[src/rtl/mem_access_unit_pkg.sv]
// Shared definitions for the memory access unit: word width, op codes,
// FSM state encoding and the alignment-fault rule.
package mem_access_unit_pkg;

  localparam int WORD_WIDTH = 32;
  localparam logic [WORD_WIDTH-1:0] ZERO_WORD = '0;

  // Loads occupy the low codes so "is a load" is a single compare.
  typedef enum logic [2:0] {
    OP_LB  = 3'd0,
    OP_LBU = 3'd1,
    OP_LH  = 3'd2,
    OP_LHU = 3'd3,
    OP_LW  = 3'd4,
    OP_SB  = 3'd5,
    OP_SH  = 3'd6,
    OP_SW  = 3'd7
  } mem_op_e;

  typedef enum logic [1:0] {
    ST_IDLE  = 2'd0,
    ST_LOAD  = 2'd1,
    ST_MERGE = 2'd2
  } mau_state_e;

  function automatic logic is_load(mem_op_e op);
    return (op <= OP_LW);
  endfunction

  // Halfword accesses need an even address, word accesses a multiple of 4.
  function automatic logic is_misaligned(mem_op_e op, logic [1:0] off);
    case (op)
      OP_LH, OP_LHU, OP_SH: return off[0];
      OP_LW, OP_SW:         return (off != 2'b00);
      default:              return 1'b0;
    endcase
  endfunction

endpackage

[src/rtl/mem_access_unit_load_align.sv]
// Selects the addressed byte/halfword of a big-endian word and extends it.
module load_align
  import mem_access_unit_pkg::*;
#(
  parameter int W = WORD_WIDTH
) (
  input  logic [W-1:0] word,
  input  logic [1:0]   offset,
  input  logic [2:0]   op,
  output logic [W-1:0] data
);

  logic [7:0]  byte_lane;
  logic [15:0] half_lane;

  // Offset 0 is the most significant lane; offset[0] is ignored for halfwords.
  always_comb begin
    byte_lane = word[{~offset, 3'b000} +: 8];
    half_lane = word[{~offset[1], 4'b0000} +: 16];
    case (mem_op_e'(op))
      OP_LB:   data = {{(W-8){byte_lane[7]}}, byte_lane};
      OP_LBU:  data = {{(W-8){1'b0}}, byte_lane};
      OP_LH:   data = {{(W-16){half_lane[15]}}, half_lane};
      OP_LHU:  data = {{(W-16){1'b0}}, half_lane};
      default: data = word;
    endcase
  end

endmodule

[src/rtl/mem_access_unit.sv]
// Memory access unit: turns pipeline byte/half/word loads and stores into
// word-wide data memory accesses. Sub-word stores are read-modify-write.
//
// Handshake: a request is taken in any cycle where req_valid=1 and busy=0;
// there is no separate ready. While busy=1 the pipeline must hold its request
// and req_valid is ignored. resp_valid marks the single completion cycle.
module mem_access_unit
  import mem_access_unit_pkg::*;
#(
  parameter int W = WORD_WIDTH
) (
  input  logic         clk,
  input  logic         rst,
  input  logic         req_valid,
  input  logic [2:0]   req_op,
  input  logic [W-1:0] req_addr,
  input  logic [W-1:0] req_wdata,
  output logic         busy,
  output logic         resp_valid,
  output logic [W-1:0] load_data,
  output logic         misalign,
  output logic [W-1:0] err_addr,
  output logic         read_en,
  output logic [W-1:0] read_addr,
  input  logic [W-1:0] read_data,
  output logic         write_en,
  output logic [W-1:0] write_addr,
  output logic [W-1:0] write_data,
  output logic [1:0]   dbg_state
);

  mau_state_e   state_q;
  mem_op_e      op_q;
  logic [W-1:0] addr_q;
  logic [W-1:0] wdata_q;

  mem_op_e      req_op_e;
  logic [W-1:0] req_word_addr;
  logic [W-1:0] aligned_data;
  logic [W-1:0] merged_word;
  logic [4:0]   lane_shift;
  logic [W-1:0] lane_mask;

  assign req_op_e      = mem_op_e'(req_op);
  assign req_word_addr = {req_addr[W-1:2], 2'b00};
  assign dbg_state     = state_q;

  load_align #(.W(W)) u_load_align (
    .word   (read_data),
    .offset (addr_q[1:0]),
    .op     (op_q),
    .data   (aligned_data)
  );

  // Store merge: replace the addressed big-endian lane of the read word.
  always_comb begin
    if (op_q == OP_SB) begin
      lane_shift = {~addr_q[1:0], 3'b000};
      lane_mask  = {{(W-8){1'b0}}, 8'hFF};
    end else begin
      lane_shift = {~addr_q[1], 4'b0000};
      lane_mask  = {{(W-16){1'b0}}, 16'hFFFF};
    end
    merged_word = (read_data & ~(lane_mask << lane_shift))
                | ((wdata_q & lane_mask) << lane_shift);
  end

  // Output decode from state and the incoming request; everything quiet in reset.
  always_comb begin
    busy       = 1'b0;
    resp_valid = 1'b0;
    load_data  = ZERO_WORD;
    misalign   = 1'b0;
    read_en    = 1'b0;
    read_addr  = ZERO_WORD;
    write_en   = 1'b0;
    write_addr = ZERO_WORD;
    write_data = ZERO_WORD;
    if (!rst) begin
      busy = (state_q != ST_IDLE);
      case (state_q)
        ST_IDLE: begin
          if (req_valid) begin
            if (is_misaligned(req_op_e, req_addr[1:0])) begin
              resp_valid = 1'b1;
              misalign   = 1'b1;
            end else if (req_op_e == OP_SW) begin
              write_en   = 1'b1;
              write_addr = req_word_addr;
              write_data = req_wdata;
              resp_valid = 1'b1;
            end else begin
              read_en   = 1'b1;
              read_addr = req_word_addr;
            end
          end
        end
        ST_LOAD: begin
          resp_valid = 1'b1;
          load_data  = aligned_data;
        end
        ST_MERGE: begin
          write_en   = 1'b1;
          write_addr = {addr_q[W-1:2], 2'b00};
          write_data = merged_word;
          resp_valid = 1'b1;
        end
        default: ;
      endcase
    end
  end

  // FSM and request latches; a reset mid-access drops the pending access.
  always_ff @(posedge clk) begin
    if (rst) begin
      state_q  <= ST_IDLE;
      op_q     <= OP_LB;
      addr_q   <= ZERO_WORD;
      wdata_q  <= ZERO_WORD;
      err_addr <= ZERO_WORD;
    end else begin
      case (state_q)
        ST_IDLE: begin
          if (req_valid) begin
            if (is_misaligned(req_op_e, req_addr[1:0])) begin
              err_addr <= req_addr;
            end else if (is_load(req_op_e)) begin
              op_q    <= req_op_e;
              addr_q  <= req_addr;
              state_q <= ST_LOAD;
            end else if (req_op_e != OP_SW) begin
              op_q    <= req_op_e;
              addr_q  <= req_addr;
              wdata_q <= req_wdata;
              state_q <= ST_MERGE;
            end
          end
        end
        ST_LOAD:  state_q <= ST_IDLE;
        ST_MERGE: state_q <= ST_IDLE;
        default:  state_q <= ST_IDLE;
      endcase
    end
  end

endmodule

[config.mk]
export PLATFORM = sky130hd
export DESIGN_NAME = mem_access_unit
export DESIGN_NICKNAME = d
export VERILOG_FILES = /design/src/rtl/mem_access_unit_pkg.sv /design/src/rtl/mem_access_unit_load_align.sv /design/src/rtl/mem_access_unit.sv
export SDC_FILE = /design/constraint.sdc
export NUM_CORES = 1
export LEC_CHECK = 0
export ABC_AREA = 1
export CAP_MARGIN = 20
export CORE_ASPECT_RATIO = 0.75
export CORE_MARGIN = 2
export CORE_UTILIZATION = 38
export CTS_BUF_LIST = sky130_fd_sc_hd__clkbuf_4
export DETAILED_ROUTE_END_ITERATION = 12
export PLACE_DENSITY = 0.88
export REMOVE_ABC_BUFFERS = 1
export SYNTH_ARGS = -nofsm -noshare
export SYNTH_HDL_FRONTEND = slang
export SYNTH_SLANG_ARGS = --single-unit
[constraint.sdc]
create_clock -name clk -period 1.9 [get_ports clk]
set_input_delay 0.38 -clock clk [delete_from_list [all_inputs] [get_ports clk]]
set_output_delay 0.38 -clock clk [all_outputs]
set_load 0.03 [all_outputs]
==> flow_summary.yaml <==
sta:
  post-route-period-util_pct: 131
  fmax_mhz: 403
  maxSlewHeadroom_pct: 66.0
  finalWorstSetupSlack_ns: -0.582
  finalHoldViolCount: 0
  skew_ns: 0.0166
  rsz0062_at_grt: "yes"
  slew_viol_final: 0
  fin_crit_ns: 2.48
  worst_slew_pin_slew_ns: 0.510
  setup_viol: 139
clock_tree:
  clock_path_buffers: 2
  clock_sinks: 85
  cts_tree: "yes"
  cts_buffers: 9
  cts_hold_buf: 0
  cts_root_buf: "clkbuf_4"
  clkTransAtPathRegs_ns: 0.13
  insertion_delay_ns: 0.44
  cts.htree.levels: 3
place:
  io_buffers: 264
  gp_congestion: 1.02
  dpl_worst_slack_ns: -0.702
  place_hpwl_mm: 16.2
  place_inst: 1454
layout:
  nNetsFinal: 1421
  fillers: 840
  antennaDiodeCount: 0
  syn2layout_area_growth_pct: 109
  finalNonFillerCells: 1519
  seq_area_um2: 1720
  drive_above_1_share_pct: 42.4
  multiInputGateArea_um2: 4400
synth:
  synth.avg_cell_area_um2: 5.83
  synth_ff_type: "dfxtp_1"
  yosysSeqAreaShare_pct: 30.8
  async_reset_ff_share_pct: 0
  synth_cell_types: 29
  netlist_instances: 949
  synth_area_um2: 5530
  ys_ff_latch: 85
  synth_edf_count: 0
  synth_warnings: 0
drt:
  num_vias: 8705
  drt_wl_total_mm: 30.4
  wl_per_cell_um: 20.0
  avgViaCountPerCell: 5.73
  first_pass_iters: 7
  initialDrtViolationCount: 858
  drt.antenna.violating_nets: 0
  drcViolationCount: 0
setup_path:
  cp-end-kind: "primary output"
  cp_data_required_time_ns: 1.52
  arrival_ns: 2.10
  critPathKind: "in2out"
  cp-start-kind: "primary input"
  crit_fanout: 5
grt:
  antenna_found_initial: 2
  grt_pass1_vias: 8092
  grt_max_degree: 81
  grt_usage_pct: 33.0
  grt-ovfl-total: 0
  grt_pass1_wl_mm: 40.6
die:
  die_h_um: 108
  die_x_um: 143
  start_util_pct: 38.5
  num_rows: 38
  ios: 269
  die_area_um2: 15500
  fp.coreArea_um2: 14400
status:
  status: "complete, but fails checks"
  violations: "setup timing"
power:
  p_leak_nw: 5.33
  peakVddDrop_v: 0.000308
  power_mw: 5.69
  pwr_density_cell_nw_per_um2: 491
run:
  maxCapViolCount: 0
hold_path:
  min_path_type: "in2reg"
-- report_power, final --
| part | internal (mW) | switching (mW) |
|---|---|---|
| Clock | 0.406 | 0.689 |
| Combinational | 1.11 | 1.49 |
| Sequential | 1.91 | 0.0923 |
-- synthesized netlist by cell type, types with 8 or more instances --
cell type / number / area, um^2
nor2_1: 149 / 559
nand2_1: 223 / 837
buf_2: 20 / 100
inv_1: 101 / 379
o21ai_0: 68 / 340
nand3_1: 68 / 340
clkbuf_1: 32 / 120
buf_4: 8 / 60.1
a21oi_1: 109 / 546
dfxtp_1: 85 / 1700
o21ai_1: 32 / 160
o211ai_1: 10 / 75.1
-- layer usage --
| layer | track usage (%) | up-vias | share of wire, % | wire length, um |
|---|---|---|---|---|
| met2 | 53.0 | 691 | 46 | 13900 |
| met1 | 40.7 | 4034 | 37 | 11200 |
| met3 | 11.3 | 199 | 12 | 3680 |
| met5 | 0 | - | 0.053 | 16 |
| met4 | 13.7 | 2 | 5.5 | 1670 |
| li1 | - | 3779 | - | - |
-- layout by cell type, fill, tap and decap left out, drive strengths merged --
cell type / Yosys / routed
conb: 1 / 4
buf: 35 / 280
ha: 4 / 4
o21ai: 100 / 100
o211ai: 10 / 10
bufinv: 0 / 1
clkinv: 1 / 3
dfxtp: 85 / 85
dlymetal6s2s: 0 / 22
clkbuf: 32 / 14
dlygate4sd2: 0 / 15
inv: 105 / 105
a21boi: 1 / 1
clkdlybuf4s15: 0 / 3
clkinvlp: 0 / 3
nor2: 153 / 153
or2: 1 / 1
nand2: 226 / 226
a211oi: 4 / 4
a21oi: 109 / 109
nor3: 3 / 3
o31ai: 4 / 4
clkdlybuf4s50: 0 / 93
nand4: 4 / 4
nand3: 71 / 72
-- worst paths after layout --
kind	start	to	slack [ns]	cells after the start
worst min-delay path	req_op[0]	op_q[0]	0.41	4
worst max-delay path	req_addr[1]	write_data[17]	-0.58	11
worst max register to register	dbg_state[0]	wdata_q[10]	-0.06	13
worst min register to register	addr_q[9]	addr_q[9]	0.48	2
-- cell type report --
class | instances | share of cell area, %
Clock buffer | 9 | 0.583
Clock inverter | 6 | 0.616
Inverter | 106 | 3.66
Multi-Input combinational cell | 695 | 38.0
Sequential cell | 85 | 14.9
Tap cell | 200 | 2.16
Timing Repair Buffer | 418 | 40.1
-- sequential cells by signal (all words and copies together), names as in the netlist --
name	count
addr_q	32
dbg_state	2
op_q	3
err_addr	32
wdata_q	16
-- what timing repair did --
item	in CTS	in global routing
pin swaps	56	90
gates cloned	14	4
buffers inserted	36	11
setup endpoints to repair	173	212
resized for setup	338	249
-- cell families after synthesis --
group                      synth area share (%)
other                                    0.0678
DFF                                        30.8
adders and majority gates                 0.905
and+or+nand+nor                            34.0
buffers and inverters                      12.7
AOI/OAI and AO/OA                          21.5
-- through the flow --
stage,instance area [um^2],TNS (ns),hold WS [ns],util [%]
global route,11600,-68.72,0.378,80.7
finish,11600,-58.24,0.412,80.7
CTS,10800,-58.73,0.431,75.3
global placement,8910,-81.26,0.460,62.1
floorplan,5240,-179.47,0.449,-
detailed placement,8910,-89.68,0.463,62.1
-- critical path, stage by stage --
cell and delay, ns:
dlygate4sd2_1 0.24, or2_1 0.23, nand2_2 0.12, nand2_4 0.07
nor3_4 0.21, buf_6 0.16, buf_8 0.13, buf_6 0.14
nand2_1 0.07, a21oi_2 0.17, buf_6 0.16
(Power assumes the default switching activity.)
